<file path="config.mk">
export PLATFORM = sky130hd
export DESIGN_NAME = instr_fetch_flat
export DESIGN_NICKNAME = d
export VERILOG_FILES = /design/src/rtl/instr_fetch_if.sv /design/src/rtl/instr_fetch.sv /design/src/flat_wrapper.sv
export SDC_FILE = /design/constraint.sdc
export NUM_CORES = 1
export LEC_CHECK = 0
export BUFFER_PORTS_ARGS = -buffer_cell sky130_fd_sc_hd__buf_4
export CAP_MARGIN = 5
export CORE_ASPECT_RATIO = 1.1
export CORE_MARGIN = 2
export CORE_UTILIZATION = 54
export CTS_BUF_LIST = sky130_fd_sc_hd__clkbuf_16
export CTS_CLUSTER_SIZE = 20
export DETAILED_ROUTE_END_ITERATION = 6
export GPL_TIMING_DRIVEN = 0
export PLACE_DENSITY = 0.8
export SYNTH_ARGS = -nofsm -noshare
export SYNTH_HDL_FRONTEND = slang
export SYNTH_SLANG_ARGS = --single-unit
</file>
<file path="constraint.sdc">
create_clock -name clk -period 2.6 [get_ports clk]
set_input_delay 0.26 -clock clk [delete_from_list [all_inputs] [get_ports clk]]
set_output_delay 0.26 -clock clk [all_outputs]
set_load 0.05 [all_outputs]
</file>
<file path="src/rtl/instr_fetch_if.sv">
// Instruction-fetch bus: memory read port, redirect request and decode-side handshake.
// master = fetch unit, slave = memory/decode/branch environment.
interface instr_fetch_if #(
    parameter int ADDR_WIDTH = 32,
    parameter int DATA_WIDTH = 32
);
    logic [ADDR_WIDTH-1:0] mem_address;
    logic [DATA_WIDTH-1:0] mem_instruction;
    logic                  redirect_valid;
    logic [ADDR_WIDTH-1:0] redirect_address;
    logic                  out_valid;
    logic [DATA_WIDTH-1:0] out_instruction;
    logic [ADDR_WIDTH-1:0] out_pc;
    logic                  out_ready;
    logic                  halted;

    modport master (
        output mem_address,
        input  mem_instruction,
        input  redirect_valid,
        input  redirect_address,
        output out_valid,
        output out_instruction,
        output out_pc,
        input  out_ready,
        output halted
    );

    modport slave (
        input  mem_address,
        output mem_instruction,
        output redirect_valid,
        output redirect_address,
        input  out_valid,
        input  out_instruction,
        input  out_pc,
        output out_ready,
        input  halted
    );
endinterface

</file>
<file path="src/rtl/instr_fetch.sv">
// Fetch unit: owns the PC, reads a combinational instruction memory and queues
// {pc, instruction} pairs in a 2-entry FIFO toward decode, with redirect and halt.
//
// state    | meaning
// ST_FETCH | issuing addresses, pushing into the buffer when space (or a pop) allows
// ST_HALT  | past the last valid address or redirected out of range; buffer drains only
module instr_fetch #(
    parameter int                    ADDR_WIDTH = 32,
    parameter int                    DATA_WIDTH = 32,
    parameter logic [ADDR_WIDTH-1:0] RESET_PC   = '0,
    parameter int                    MEM_DEPTH  = 11
) (
    input logic             clk,
    input logic             reset_n,
    instr_fetch_if.master   bus
);

    localparam logic [ADDR_WIDTH-1:0] LAST_ADDR = ADDR_WIDTH'(MEM_DEPTH - 1);

    typedef enum logic {
        ST_FETCH = 1'b0,
        ST_HALT  = 1'b1
    } state_t;

    state_t                state_q, state_d;
    logic [ADDR_WIDTH-1:0] pc_q, pc_d;
    logic [1:0]            count_q, count_d;
    logic [ADDR_WIDTH-1:0] head_pc_q, head_pc_d;
    logic [DATA_WIDTH-1:0] head_instr_q, head_instr_d;
    logic [ADDR_WIDTH-1:0] tail_pc_q, tail_pc_d;
    logic [DATA_WIDTH-1:0] tail_instr_q, tail_instr_d;
    logic                  pop;
    logic                  push;
    logic                  fill_head;

    always_ff @(posedge clk) begin
        if (!reset_n) begin
            state_q      <= ST_FETCH;
            pc_q         <= RESET_PC;
            count_q      <= 2'd0;
            head_pc_q    <= '0;
            head_instr_q <= '0;
            tail_pc_q    <= '0;
            tail_instr_q <= '0;
        end else begin
            state_q      <= state_d;
            pc_q         <= pc_d;
            count_q      <= count_d;
            head_pc_q    <= head_pc_d;
            head_instr_q <= head_instr_d;
            tail_pc_q    <= tail_pc_d;
            tail_instr_q <= tail_instr_d;
        end
    end

    always_comb begin
        state_d      = state_q;
        pc_d         = pc_q;
        count_d      = count_q;
        head_pc_d    = head_pc_q;
        head_instr_d = head_instr_q;
        tail_pc_d    = tail_pc_q;
        tail_instr_d = tail_instr_q;

        pop       = (count_q != 2'd0) && bus.out_ready;
        push      = (state_q == ST_FETCH) && ((count_q != 2'd2) || pop);
        // New entry lands in the head slot only if the buffer is empty after this pop.
        fill_head = (count_q == 2'd0) || ((count_q == 2'd1) && pop);

        if (bus.redirect_valid) begin
            count_d = 2'd0;
            pc_d    = bus.redirect_address;
            state_d = (bus.redirect_address > LAST_ADDR) ? ST_HALT : ST_FETCH;
        end else begin
            if (pop) begin
                head_pc_d    = tail_pc_q;
                head_instr_d = tail_instr_q;
            end
            if (push) begin
                if (fill_head) begin
                    head_pc_d    = pc_q;
                    head_instr_d = bus.mem_instruction;
                end else begin
                    tail_pc_d    = pc_q;
                    tail_instr_d = bus.mem_instruction;
                end
                pc_d = pc_q + 1'b1;
                if (pc_q == LAST_ADDR) begin
                    state_d = ST_HALT;
                end
            end
            count_d = count_q + {1'b0, push} - {1'b0, pop};
        end
    end

    assign bus.mem_address     = pc_q;
    assign bus.out_valid       = (count_q != 2'd0);
    assign bus.out_pc          = head_pc_q;
    assign bus.out_instruction = head_instr_q;
    assign bus.halted          = (state_q == ST_HALT);

endmodule

</file>
<file path="src/flat_wrapper.sv">
// flat-port wrapper written by rule: the top's interface ports become plain ports
module instr_fetch_flat 
#(
    parameter int                    ADDR_WIDTH = 32,
    parameter int                    DATA_WIDTH = 32,
    parameter logic [ADDR_WIDTH-1:0] RESET_PC   = '0,
    parameter int                    MEM_DEPTH  = 11
)
  (clk, reset_n, bus_mem_address, bus_mem_instruction, bus_redirect_valid, bus_redirect_address, bus_out_valid, bus_out_instruction, bus_out_pc, bus_out_ready, bus_halted);
  instr_fetch_if #(.ADDR_WIDTH(ADDR_WIDTH), .DATA_WIDTH(DATA_WIDTH)) bus_i ();
  input logic clk;
  input logic reset_n;
  output wire logic [$bits(bus_i.mem_address)-1:0] bus_mem_address;
  input wire logic [$bits(bus_i.mem_instruction)-1:0] bus_mem_instruction;
  input wire logic [$bits(bus_i.redirect_valid)-1:0] bus_redirect_valid;
  input wire logic [$bits(bus_i.redirect_address)-1:0] bus_redirect_address;
  output wire logic [$bits(bus_i.out_valid)-1:0] bus_out_valid;
  output wire logic [$bits(bus_i.out_instruction)-1:0] bus_out_instruction;
  output wire logic [$bits(bus_i.out_pc)-1:0] bus_out_pc;
  input wire logic [$bits(bus_i.out_ready)-1:0] bus_out_ready;
  output wire logic [$bits(bus_i.halted)-1:0] bus_halted;
  assign bus_mem_address = bus_i.mem_address;
  assign bus_i.mem_instruction = bus_mem_instruction;
  assign bus_i.redirect_valid = bus_redirect_valid;
  assign bus_i.redirect_address = bus_redirect_address;
  assign bus_out_valid = bus_i.out_valid;
  assign bus_out_instruction = bus_i.out_instruction;
  assign bus_out_pc = bus_i.out_pc;
  assign bus_i.out_ready = bus_out_ready;
  assign bus_halted = bus_i.halted;
  instr_fetch #(.ADDR_WIDTH(ADDR_WIDTH), .DATA_WIDTH(DATA_WIDTH), .RESET_PC(RESET_PC), .MEM_DEPTH(MEM_DEPTH)) u_core (.clk(clk), .reset_n(reset_n), .bus(bus_i));
endmodule
</file>
# Word-level counts from Yosys, hierarchy flattened
# Cells that the tools add are included.
# Widths: inputs -> output; s select.
# op_classes
eq_ne	3
n_mux	12
n_addsub	3
n_lt_le_gt_ge	1
reduce_logical	12
bitwise_logic	4
# op_table
operator	count
$mux 32	8
$add 32x1->32 const B	1
$eq 32x4->1 const B	1
$gt 32x4->1 const B	1
$reduce_bool 2->1	3
$mux 1	4
$not 1->1	4
$logic_and 1x1->1	3
$reduce_and 3->1	1
$add 2x1->2	1
$eq 2x1->1 const B	1
$logic_not 2->1	1
$logic_or 1x1->1	2
$ne 2x2->1 const B	1
$reduce_and 2->1	1
$reduce_or 2->1	1
$sub 2x1->2	1
# totals
output_inout_bits	98
inputBits	68
word_cells	42
regBits	163

# Longest topological paths before layout
# depth
ltp_word	6
mapped_depth	7
ltp_nobuf	7

# Worst setup path after synthesis
# No wires, ideal clock.
# synth_path
kind	flip-flop to flip-flop
from	reg u_core.pc_q[2] (netlist: u_core.bus.mem_address[2])
to	reg u_core.pc_q[17] (netlist: u_core.bus.mem_address[17])
required_ps	2526
path_stages_with_launch	6
setup_slack_ps	351
arrival_time_ps	2175
n_path_buf	1
setup_ps	74
period_less_slack_ps	2249
cell_sequence	dfxtp_1 clkbuf_2 nand4_4 or4b_4 or4_1 a31oi_1
# synth_via
elab_chain_len	3
# synth_rtl
item	line	source
start: declaration	instr_fetch.sv:26	logic [ADDR_WIDTH-1:0] pc_q, pc_d;
start signal: assignment	instr_fetch.sv:47	pc_q <= pc_d;
$add 32x1->32	instr_fetch.sv:87	pc_d = pc_q + 1'b1;
$mux 32	instr_fetch.sv:79	if (push) begin
$mux 32	instr_fetch.sv:70	if (bus.redirect_valid) begin
# No other way between the ends. The select of a mux whose other input is x is not followed.
# A chain may end at the register's enable or synchronous reset.

# Worst setup path in the final report
# layout_path
from	reg u_core.state_q (netlist: u_core.bus.halted)
to	reg u_core.head_pc_q[20] (netlist: u_core.bus.out_pc[20])
# layout_via
elab_chain_len	3
# layout_rtl
item	line	source
start: declaration	instr_fetch.sv:25	state_t state_q, state_d;
start signal: assignment	instr_fetch.sv:46	state_q <= state_d;
$not 1->1	instr_fetch.sv:66	push = (state_q == ST_FETCH) && ((count_q != 2'd2) || pop);
$logic_and 1x1->1	instr_fetch.sv:66	
$mux 32	instr_fetch.sv:79	
end signal: assignment	instr_fetch.sv:49	head_pc_q <= head_pc_d;
end: declaration	instr_fetch.sv:28	logic [ADDR_WIDTH-1:0] head_pc_q, head_pc_d;
# No other way between the ends.

==> metrics.yaml <==
fin_crit_ps: 2460
via_count: 7344
dp_slack_ps: 123
instances_no_fill: 1201
period_share_pct: 94.5
grt_use_total_pct: 29.8
final-max-slew-violation-count: 0
htree_levels: 4
cts_hold_buf: 0
die_w_um: 116
hold_viol: 0
synth_largest_area_cell: "dfxtp_1"
ir_worst_vdd_mv: 0.433
clk_latency_ps: 430
root_buffer: "clkbuf_16"
n_fill_cell: 1100
routed_wl_um: 22400
avgSynthCellArea_um2: 9.02
setup_slack_ps: 143
firstDrtPassIters: 6
worst_pin_slew_ps: 948
utilization_pct: 70.7
grt_overflow: 0
reg2reg_setup_slack_ps: 140
synthAdderAreaFrac_pct: 0.675
synth.mux.area_fraction_pct: 0
first_iter_violations: 814
die_h_um: 127
synth-seq-cells: 163
grt_pass1_wl_um: 34600
synth_edf_count: 0
cts_resized: 0
initial_core_util_pct: 55.7
ys_seq_area_share_pct: 44.0
wire_per_inst_um: 18.6
cp-start-kind: "flop"
area_delta_synth_final_pct: 27.1
synth_xor_xnor_area_share_pct: 1.06
coreArea_mm2: 0.0133
routed_via_density: 6.11
synth_area_leaders: "dfxtp_1, o221a_2, nand2_1"
cts_tree: "done"
crit_fanout: 10
yosysTopAreaCellShare_pct: 44.0
synth_compound_area_share_pct: 31.2
grt_pass1_vias: 6801
antennaDiodeCount: 0
crit_type: "reg2reg"
io_buffers: 163
maxSlewHeadroom_pct: 36.6
finalClockSkew_ps: 5.50
pin_count: 166
synthTopCellsByCount: "dfxtp_1, nand2_1, clkbuf_1, a21boi_0"
grt_max_degree: 17
die-area_mm2: 0.0147
cts.reportedPaths.clkPinSlew_ps: 60
cap_violations: 0
rsz0062_at_grt: "false"
ant_nets: 0
p_per_area_mw_per_mm2: 729
cts_setup_buffers: 0
cts.sinks: 163
cp.required_ps: 2970
p_leak_nw: 3.59
synth_most_common_cell: "dfxtp_1"
syn_area_mm2: 0.00742
yosysWarnings: 0
dp_cells: 1169
finalWeightedCongestion: 0.977
fmax_mhz: 407
synthesis.nets: 894
num_rows: 44
place_hpwl_um: 15700
dominantRegCellSynth: "dfxtp_1"
drcViolationCount: 0
async_flop_share_pct: 0
setup_viol: 0
synthCells: 822
synth_top_family_by_area: "compound AO/OA/AOI/OAI gates"
cts_buffers: 17
min_path_type: "in2reg"
clockBufferDepth: 2
critPathArrivalTime_ps: 2830
nNetsFinal: 1077
grt_antenna_before_repair: 0
status: "finished clean"
layout-drive-gt1-share_pct: 26.1
synth_cell_types: 47
worstSetupEndpointType: "flop"
synth_simple_gate_area_share_pct: 18.3
tns_ps: 0
[stage by stage]
| stage | cell area [um2] | power [mW] | hold slack [ps] |
|---|---|---|---|
| 2_1_floorplan | 7420 | 3.98 | 405 |
| 3_3_place_gp | 8870 | 4.51 | 449 |
| 3_5_place_dp | 8870 | 4.52 | 458 |
| 4_1_cts | 9420 | 6.86 | 95.5 |
| 5_1_grt | 9420 | 7.09 | 94.0 |
| 6_report | 9420 | 6.87 | 101 |
[kinds of logic (layout without fill, tap and decap cells)]
group,count (synthesis),in the layout
compound gates,276,276
xor+xnor,9,9
fa+ha+maj,4,4
buf+inv,93,288
flops,163,163
simple gates,277,277
[layout by cell type, fill, tap and decap left out, types with 4 or more instances in the layout]
cell type	synthesis	final
buf_4	0	163
nor2_1	17	17
clkbuf_16	0	17
a21oi_1	10	10
a31oi_1	5	5
xnor2_1	9	9
clkinv_2	0	4
a21boi_0	69	69
and4_1	10	10
nor3_1	17	17
a211oi_1	12	12
and3_1	10	10
ha_1	4	4
clkinv_1	0	4
or2_2	4	4
nand3_1	11	11
o311a_1	4	4
nand4_1	9	9
o221a_2	64	64
nor4_1	20	20
nand2b_1	7	7
clkbuf_1	82	82
inv_1	6	7
nand2_1	150	150
dfxtp_1	163	163
o22a_1	64	64
or3_1	5	5
o21ai_0	29	29
[worst max-delay path: stages, from the launching register on]
cell	delay (ps)
dfxtp_1	350
clkbuf_1	230
nor2_1	180
a21oi_1	80
nor2_1	640
clkbuf_1	610
o221a_2	300
[registers in the layout, summed over array words and instances (netlist names)]
register,cells
u_core.bus.halted,1
u_core.count_q,2
u_core.tail_pc_q,32
u_core.bus.mem_address,32
u_core.bus.out_instruction,32
u_core.bus.out_pc,32
u_core.tail_instr_q,32
[where the power goes]
part / total [mW] / switching [mW] / leakage (nW) / internal (mW)
Sequential: 2.80 / 0.134 / 1.33 / 2.67
Clock: 2.39 / 1.01 / 0.269 / 1.38
Combinational: 1.68 / 1.06 / 1.99 / 0.617
Total: 6.87 / 2.20 / 3.59 / 4.67
[final timing paths]
kind	start	to	cells past startpoint
worst max-delay path	u_core.bus.halted$_SDFFE_PN0P_	u_core.bus.out_pc[20]$_SDFFE_PN0N_	6
worst min-delay path	bus_mem_instruction[20]	u_core.tail_instr_q[20]$_SDFFE_PN0P_	3
worst max register to register	u_core.bus.halted$_SDFFE_PN0P_	u_core.bus.out_pc[20]$_SDFFE_PN0N_	6
worst min register to register	u_core.tail_pc_q[0]$_SDFFE_PN0P_	u_core.tail_pc_q[0]$_SDFFE_PN0P_	2
[per-layer routing]
layer / routed length (um) / vias up / global-route usage, %
li1: - / 3437 / -
met1: 9580 / 3438 / 40.5
met2: 10100 / 410 / 46.7
met3: 2110 / 59 / 6.16
met4: 566 / 0 / 10.9
met5: 0 / - / 0
[area by class of cell]
cell class	count	area, um2	share of cell area, %
Tap cell	184	230	2.44
Multi-Input combinational cell	566	3800	40.3
Clock inverter	14	123	1.30
Sequential cell	163	3260	34.6
Inverter	6	22.5	0.239
Timing Repair Buffer	164	1230	13.0
Buffer	87	332	3.52
Clock buffer	17	425	4.51
(Power assumes the default switching activity.)
